**config.mk**
```make
export PLATFORM = sky130hd
export DESIGN_NAME = uart_bus_master
export DESIGN_NICKNAME = d
export VERILOG_FILES = /design/src/rtl/uart_bus_master.sv
export SDC_FILE = /design/constraint.sdc
export NUM_CORES = 1
export LEC_CHECK = 0
export ABC_AREA = 1
export ABC_CLOCK_PERIOD_IN_PS = 5400
export CAP_MARGIN = 25
export CORE_MARGIN = 3
export CORE_UTILIZATION = 58
export CTS_CLUSTER_DIAMETER = 60
export DETAILED_ROUTE_END_ITERATION = 8
export MAX_ROUTING_LAYER = met4
export PLACE_DENSITY_LB_ADDON = 0.2
export SKIP_LAST_GASP = 1
export SYNTH_ARGS = -nofsm -noshare
export SYNTH_HDL_FRONTEND = slang
export SYNTH_SLANG_ARGS = --single-unit
```
**constraint.sdc**
```tcl
create_clock -name clk -period 5.4 [get_ports clk]
set_clock_uncertainty 0.2 [all_clocks]
set_input_delay 1.08 -clock clk [delete_from_list [all_inputs] [get_ports clk]]
set_output_delay 1.08 -clock clk [all_outputs]
set_load 0.02 [all_outputs]
```
**src/rtl/uart_bus_master.sv**
```systemverilog
// UART-driven debug bus initiator: 8N1 command frames in, one rd/wr strobe on the
// peripheral I/O bus, read data or write ack back out over UART TX.
module uart_bus_master #(
  parameter int unsigned CLKS_PER_BIT   = 434,
  parameter int unsigned TIMEOUT_CYCLES = 5000000
) (
  input  logic        clk,
  input  logic        rst,
  input  logic        uart_rx,
  output logic        uart_tx,
  output logic        bus_req,
  input  logic        bus_gnt,
  output logic [15:0] io_addr,
  output logic [15:0] io_dout,
  input  logic [15:0] io_din,
  output logic        io_rd,
  output logic        io_wr,
  output logic        busy
);

  localparam int unsigned CW = $clog2(CLKS_PER_BIT);
  localparam int unsigned TW = $clog2(TIMEOUT_CYCLES + 1);
  localparam logic [CW-1:0] BIT_LAST  = CW'(CLKS_PER_BIT - 1);
  localparam logic [CW-1:0] HALF_LAST = CW'(CLKS_PER_BIT / 2 - 1);
  localparam logic [TW-1:0] TO_LAST   = TW'(TIMEOUT_CYCLES - 1);
  localparam logic [7:0] CMD_WR = 8'h57;
  localparam logic [7:0] CMD_RD = 8'h52;
  localparam logic [7:0] ACK    = 8'h4B;

  typedef enum logic [3:0] {
    IDLE, GET_AH, GET_AL, GET_DH, GET_DL, REQ, STROBE, CAPTURE, SEND
  } state_t;

  // RX deframer: bit index 0 = start, 1..8 = data, 9 = stop
  logic          rx_s1, rx_s2, rx_prev, rx_active, rx_valid, rx_ferr;
  logic [CW-1:0] rx_cnt;
  logic [3:0]    rx_bit;
  logic [7:0]    rx_sh;

  always_ff @(posedge clk or posedge rst) begin
    if (rst) begin
      rx_s1     <= 1'b1;
      rx_s2     <= 1'b1;
      rx_prev   <= 1'b1;
      rx_active <= 1'b0;
      rx_valid  <= 1'b0;
      rx_ferr   <= 1'b0;
      rx_cnt    <= '0;
      rx_bit    <= '0;
      rx_sh     <= '0;
    end else begin
      rx_s1    <= uart_rx;
      rx_s2    <= rx_s1;
      rx_prev  <= rx_s2;
      rx_valid <= 1'b0;
      rx_ferr  <= 1'b0;
      if (!rx_active) begin
        if (rx_prev && !rx_s2) begin
          rx_active <= 1'b1;
          rx_cnt    <= '0;
          rx_bit    <= '0;
        end
      end else if (rx_bit == 4'd0) begin
        if (rx_cnt == HALF_LAST) begin
          rx_cnt <= '0;
          if (rx_s2) rx_active <= 1'b0;
          else       rx_bit    <= 4'd1;
        end else begin
          rx_cnt <= rx_cnt + CW'(1);
        end
      end else if (rx_cnt == BIT_LAST) begin
        rx_cnt <= '0;
        if (rx_bit == 4'd9) begin
          rx_active <= 1'b0;
          rx_valid  <= rx_s2;
          rx_ferr   <= !rx_s2;
        end else begin
          rx_sh  <= {rx_s2, rx_sh[7:1]};
          rx_bit <= rx_bit + 4'd1;
        end
      end else begin
        rx_cnt <= rx_cnt + CW'(1);
      end
    end
  end

  // TX serializer; a new byte may load on the last stop cycle for gapless output
  logic          tx_active, tx_load_c, tx_ready_c, tx_done_c;
  logic [7:0]    tx_byte_c;
  logic [8:0]    tx_sh;
  logic [CW-1:0] tx_cnt;
  logic [3:0]    tx_bit;

  assign tx_done_c  = tx_active && (tx_cnt == BIT_LAST) && (tx_bit == 4'd9);
  assign tx_ready_c = !tx_active || tx_done_c;

  always_ff @(posedge clk or posedge rst) begin
    if (rst) begin
      uart_tx   <= 1'b1;
      tx_active <= 1'b0;
      tx_sh     <= '1;
      tx_cnt    <= '0;
      tx_bit    <= '0;
    end else if (tx_load_c) begin
      uart_tx   <= 1'b0;
      tx_active <= 1'b1;
      tx_sh     <= {1'b1, tx_byte_c};
      tx_cnt    <= '0;
      tx_bit    <= '0;
    end else if (tx_active) begin
      if (tx_cnt == BIT_LAST) begin
        tx_cnt <= '0;
        if (tx_bit == 4'd9) begin
          tx_active <= 1'b0;
          uart_tx   <= 1'b1;
        end else begin
          uart_tx <= tx_sh[0];
          tx_sh   <= {1'b1, tx_sh[8:1]};
          tx_bit  <= tx_bit + 4'd1;
        end
      end else begin
        tx_cnt <= tx_cnt + CW'(1);
      end
    end
  end

  // Command sequencer
  state_t        state, state_d;
  logic          is_wr, is_wr_d, busy_d, bus_req_d, io_rd_d, io_wr_d;
  logic [15:0]   addr_d, dout_d, rd_data, rd_data_d;
  logic [1:0]    send_left, send_left_d;
  logic [TW-1:0] to_cnt, to_cnt_d;

  always_ff @(posedge clk or posedge rst) begin
    if (rst) begin
      state     <= IDLE;
      is_wr     <= 1'b0;
      busy      <= 1'b0;
      bus_req   <= 1'b0;
      io_rd     <= 1'b0;
      io_wr     <= 1'b0;
      io_addr   <= '0;
      io_dout   <= '0;
      rd_data   <= '0;
      send_left <= '0;
      to_cnt    <= '0;
    end else begin
      state     <= state_d;
      is_wr     <= is_wr_d;
      busy      <= busy_d;
      bus_req   <= bus_req_d;
      io_rd     <= io_rd_d;
      io_wr     <= io_wr_d;
      io_addr   <= addr_d;
      io_dout   <= dout_d;
      rd_data   <= rd_data_d;
      send_left <= send_left_d;
      to_cnt    <= to_cnt_d;
    end
  end

  always_comb begin
    state_d     = state;
    is_wr_d     = is_wr;
    busy_d      = busy;
    addr_d      = io_addr;
    dout_d      = io_dout;
    rd_data_d   = rd_data;
    send_left_d = send_left;
    to_cnt_d    = '0;
    tx_load_c   = 1'b0;
    tx_byte_c   = ACK;
    unique case (state)
      IDLE: begin
        if (rx_valid && (rx_byte_is(CMD_WR) || rx_byte_is(CMD_RD))) begin
          is_wr_d = rx_byte_is(CMD_WR);
          busy_d  = 1'b1;
          state_d = GET_AH;
        end
      end
      GET_AH, GET_AL, GET_DH, GET_DL: begin
        if (rx_ferr || (to_cnt == TO_LAST)) begin
          busy_d  = 1'b0;
          state_d = IDLE;
        end else if (rx_valid) begin
          unique case (state)
            GET_AH:  begin addr_d = {rx_sh, io_addr[7:0]};  state_d = GET_AL; end
            GET_AL:  begin addr_d = {io_addr[15:8], rx_sh}; state_d = is_wr ? GET_DH : REQ; end
            GET_DH:  begin dout_d = {rx_sh, io_dout[7:0]};  state_d = GET_DL; end
            default: begin dout_d = {io_dout[15:8], rx_sh}; state_d = REQ; end
          endcase
        end else begin
          to_cnt_d = to_cnt + TW'(1);
        end
      end
      REQ: if (bus_gnt) state_d = STROBE;
      STROBE: begin
        if (is_wr) begin
          send_left_d = 2'd1;
          state_d     = SEND;
        end else begin
          state_d = CAPTURE;
        end
      end
      CAPTURE: begin
        rd_data_d   = io_din;
        send_left_d = 2'd2;
        state_d     = SEND;
      end
      SEND: begin
        if ((send_left != 2'd0) && tx_ready_c) begin
          tx_load_c   = 1'b1;
          tx_byte_c   = is_wr ? ACK : ((send_left == 2'd2) ? rd_data[15:8] : rd_data[7:0]);
          send_left_d = send_left - 2'd1;
        end else if ((send_left == 2'd0) && tx_done_c) begin
          busy_d  = 1'b0;
          state_d = IDLE;
        end
      end
      default: state_d = IDLE;
    endcase
    bus_req_d = (state_d == REQ) || (state_d == STROBE) || (state_d == CAPTURE);
    io_rd_d   = (state_d == STROBE) && !is_wr_d;
    io_wr_d   = (state_d == STROBE) && is_wr_d;
  end

  function automatic logic rx_byte_is(input logic [7:0] b);
    return rx_sh == b;
  endfunction

endmodule
```
======== Word level (Yosys, flattened, before mapping) ========
Index checks and enable logic that the tools add are counted.
cells by class
  add/subtract/negate cells ............... 6
  equal/unequal tests ..................... 31
  multiplexer cells ....................... 77
  bitwise logic cells ..................... 7
  reductions and logical operators ........ 37
operators with widths
  cell                                                                   count
  9-bit 2-to-1 mux                                                       12
  4-bit 2-to-1 mux                                                       18
  23-bit 2-to-1 mux                                                      3
  16-bit case mux with 2 select lines                                    2
  8-bit 2-to-1 mux                                                       4
  1-bit 2-to-1 mux                                                       31
  5-bit AND reduction                                                    6
  4-bit by 3-bit equality test with 1-bit output, second input constant  7
  4-bit case mux with 6 select lines                                     1
  23-bit by 1-bit adder with 23-bit output, second input constant        1
  23-bit equality test, second input constant                            1
  9-bit by 1-bit adder with 9-bit output, second input constant          2
  9-bit equality test, second input constant                             2
  8-bit by 7-bit equality test with 1-bit output, second input constant  2
  2-bit inequality test, second input constant                           7
  4-bit equality test, second input constant                             3
  9-bit by 8-bit equality test with 1-bit output, second input constant  1
  3-bit case mux with 3 select lines                                     1
  4-bit by 1-bit adder with 4-bit output, second input constant          2
  4-bit by 2-bit equality test with 1-bit output, second input constant  2
  1-bit logical AND                                                      8
  4-bit zero test                                                        2
  2-bit nonzero test                                                     4
  1-bit inverter                                                         7
  other kinds (19)                                                       29
storage, ports and cells
  bits in registers ....................... 133
  output and inout bits ................... 37
  word-level logic and storage cells ...... 185

======== Logic depth before layout (Yosys ltp) ========
  depth in word-level cells ............... 10
  gate-level depth with buffers ........... 12
  mapped depth without buffers ............ 12

======== Worst setup path before layout ========
OpenSTA, ideal clock, no wires.
  path type ............................... input to register
  from .................................... input bus_gnt
  to ...................................... register bus_req
  data arrival time ....................... 1.628 ns
  required time ........................... 5.129 ns
  path slack .............................. 3.501 ns
  stages on the path ...................... 6
  buffers on the path ..................... 0
  cell sequence ........................... or2_2 -> nand3_1 -> inv_1 -> nand2_1 -> nor2_1 -> nor2_1
on the way
  cells in the longest elaborated chain, start to end .. 5
  elaborated cells on any way between the ends .. 7
  those cells by class .................... eq/ne (3); mux (2); reduce/logical (2)
RTL lines
  item                                            line  RTL
  from (decl)                                     12    input logic bus_gnt,
  4-bit 2-to-1 mux *                              196   REQ: if (bus_gnt) state_d = STROBE;
  4-bit case mux with 6 select lines *            173   unique case (state)
  named net state_d[0]                            128   state_t state, state_d;
  4-bit by 3-bit equality test with 1-bit output  222   bus_req_d = (state_d == REQ) || (state_d == STROBE) || (state_d == CAPTURE);
  1-bit logical OR                                222
  1-bit logical OR *                              222
  named net bus_req_d                             129   logic is_wr, is_wr_d, busy_d, bus_req_d, io_rd_d, io_wr_d;
  to (signal assigned)                            151   bus_req <= bus_req_d;
  to (decl)                                       11    output logic bus_req,
Mark *: on every way through the listed nets, which the timed path passes. The rest lies on a longest branch.
A chain may end at the register's enable or synchronous reset.

======== Worst setup path after layout ========
  from .................................... register uart_tx
  to ...................................... output uart_tx
RTL lines
  item                    line  RTL
  from (decl)             10    output logic uart_tx,
  from (signal assigned)  117   uart_tx <= tx_sh[0];
No word-level cell between the ends.

==> metrics.txt <==
largest family of logic cells by synthesized area=simple AND/OR/NAND/NOR gates; post-route ant nets=0; Netlist Area Pre-Place=0.00670 mm2; clk buf depth=2; Max rail drop VDD=0.435 mV; chip width=113 um; mux share of post-synthesis cell area=1.66%; Mean Syn Cell Area=8.32 um2; post-synth top area share=44.8%; core area=0.0111 mm2; Placement Rows=38; detailed-router iteration count before antenna repair=5; Worst R2R Start=tx_cnt[1]$_DFFE_PP0P_; worst path bufs/invs=1; clock-pin slew on the worst setup and hold paths=0.06 ns; relative slew slack=42.5%; DIE HEIGHT=113 um; crit-path leading delay family=buffers and inverters; drt wl/cell=14.0 um; Via density=~5.4; crit path time final=2.83 ns; first-pass GRT wire length=24.6 mm; Detail Placement HPWL=a little under 10 mm; I/O pin cnt=between 50 and 60; nets@finish=approximately 900; Setup CP Type=reg2out; status=complete, no violations; Crit. Startpoint=uart_tx$_DFFE_PP1P_; crit path DAT=between 1.5 and 2 ns; Slowest cell on crit path=clkdlybuf4s50_1; Initial Util=60.5%; yosys warns=0; Yosys cell types=41; # diodes=0; setup_tns=0 ns; CTS Hold Buffers Added=0; Clock Tree Root=clkbuf_16; cell area power density=322 mW/mm2; area delta synth->final=19.4%; Post-CTS Resized=0; adder-cell share of the synthesized area=2.43%; vias=about 5400; Critical Path End Type=output pin; layout cells sized above 1=11.2%; post-synth net total=about 840; largest net degree at the start of global routing=79; Worst setup SP type=flop; IO buf count=56; CP Max Fanout=2; drt total wl=14.3 mm; sequential-to-total area share from yosys stat=49.5%; Starting DRT DRC Count=between 400 and 500; Max Clock Freq=353 MHz; die area=0.0129 mm2; EDFF count, synth=0; Placer Congestion=a little over 0.9; ranking of synthesized cells by area=dfrtp_1 45%, nand2_1 12%, nor2_1 5.2%, inv_1 4.9%, dfstp_2 4.7%; Hold Fails Final Rpt=0; commonest non-fill, non-tap cells in the layout=215 x nand2_1, 120 x dfrtp_1, 93 x nor2_1, 86 x inv_1, 56 x clkdlybuf4s50_1; top_reg_cell synth=dfrtp_1; Yosys top cell by area=dfrtp_1; Post-Synth XOR/XNOR Area=under 10%; Sink Count=about 130; CP peak stage delay=0.60 ns; Worst-Skew Late Latency=0.42 ns; worst-path cell chain=clkdlybuf4s50_1; CTS tree=yes; most common cell after layout, fill and taps aside=nand2_1; worst hold start=rx_s1$_DFF_PP1_; FF+latch count, synth=roughly 130; post-route cell area=0.00799 mm2; leakage=0.00373 uW; slew at the pin closest to its max-slew limit=0.857 ns; Worst Path Required=roughly 4.1 ns; post-synthesis compound-gate area fraction=8.37%; CTS Buf Count=17; Synth Instances=805; Hold WC Path Type=reg2reg; total track usage=around a quarter; maximum capacitance violations=0; Slew Viols, Final=0; simple-gate area share of the yosys netlist=28.5%; Placed Area=0.00733 mm2; RSZ-0062 raised after global routing=false; initial antenna violation count=0; FFs w/ async S/R, synth=100%; Post-CTS Setup Bufs=0; DRC Markers=0; vias in the first global route=roughly 5400; post-route clock period utilization=52.4%; Setup Viol. Count Final=0; GRT Residual Overflow=0; H-tree Lvls=4
-- path summary, 6_finish.rpt --
path	cells past startpoint	endpoint	slack, ns
setup reg to reg	7	tx_bit[0]$_DFFE_PP0P_	3.10
hold / removal	0	rx_s2$_DFF_PP1_	0.15
hold reg to reg	0	rx_s2$_DFF_PP1_	0.15
max in group asynchronous	3	tx_sh[7]$_DFFE_PP1P_	3.20
setup / recovery	1	uart_tx	2.57
min in group asynchronous	2	rx_bit[0]$_DFFE_PP0P_	0.92
-- worst reg2reg max path, stage by stage (launching register included) --
cell and delay [ns]:
dfrtp_1 0.40, inv_1 0.08, ha_1 0.20, nand2_1 0.07, nor3_1 0.16, nand2_1 0.15, o31ai_2 0.72, mux2i_1 0.17
-- logic make-up (layout without fill, tap and decap cells) --
kind of cell / count (synthesis) / count (layout)
xor+xnor: 18 / 18
mux: 10 / 10
buf+inv: 110 / 182
flops: 132 / 132
simple gates: 418 / 418
compound gates: 104 / 104
fa+ha+maj: 13 / 13
-- flip-flops by register name, indices dropped and copies added, names as in the netlist, 8 cells and up --
signal   count
rx_cnt       9
rd_data     16
tx_cnt       9
io_dout     16
rx_sh        8
tx_sh        8
to_cnt      23
io_addr     16
-- synthesized netlist by cell type, types with 6 or more instances --
library cell  instances
dfstp_2              12
buf_6                 7
nor2_1               93
xor2_1               13
nor2_2                6
o21ai_1              43
o21ai_0              26
mux2_2                9
nand2_4               7
nand2_1             215
dfrtp_1             120
inv_1                87
nand3_1              34
nand4_1              20
inv_2                 7
nor3_1               16
a21oi_1              20
ha_1                 13
-- routing by layer --
layer	track usage [%]	vias to the layer above	part of all wire (%)	routed length, um
li1	-	2713	-	-
met2	39.1	125	50	7120
met4	8.73	0	1.4	195
met1	30.4	2582	45	6400
met3	6.05	22	4.0	568
met5	-	-	0	0
-- where the power goes --
part / total (uW) / switching [uW] / internal (uW)
registers: 1070 / 41.3 / 1030
logic: 218 / 135 / 83.5
clock network: 1290 / 430 / 860
-- layout make-up --
cell class	count	area, um2
Sequential cell	132	3320
Fill cell	827	3080
Multi-Input combinational cell	563	2900
Timing Repair Buffer	57	581
Clock buffer	17	425
Inverter	94	355
Clock inverter	14	235
Tap cell	140	175
-- per-stage QoR --
step                      hold slack [ns]  instances  power, uW  worst slack [ns]  util [%]
after global placement              0.146        986       1280              2.74      66.2
after floorplan                     0.145        805       1230             0.614         -
after global routing                0.160       1017       2670              2.53      72.2
after CTS                           0.156       1017       2600              2.55      72.2
after detailed placement            0.147        986       1300              2.71      66.2
final                               0.154       1017       2580              2.57      72.2
Power figures use the tool's default switching activity.
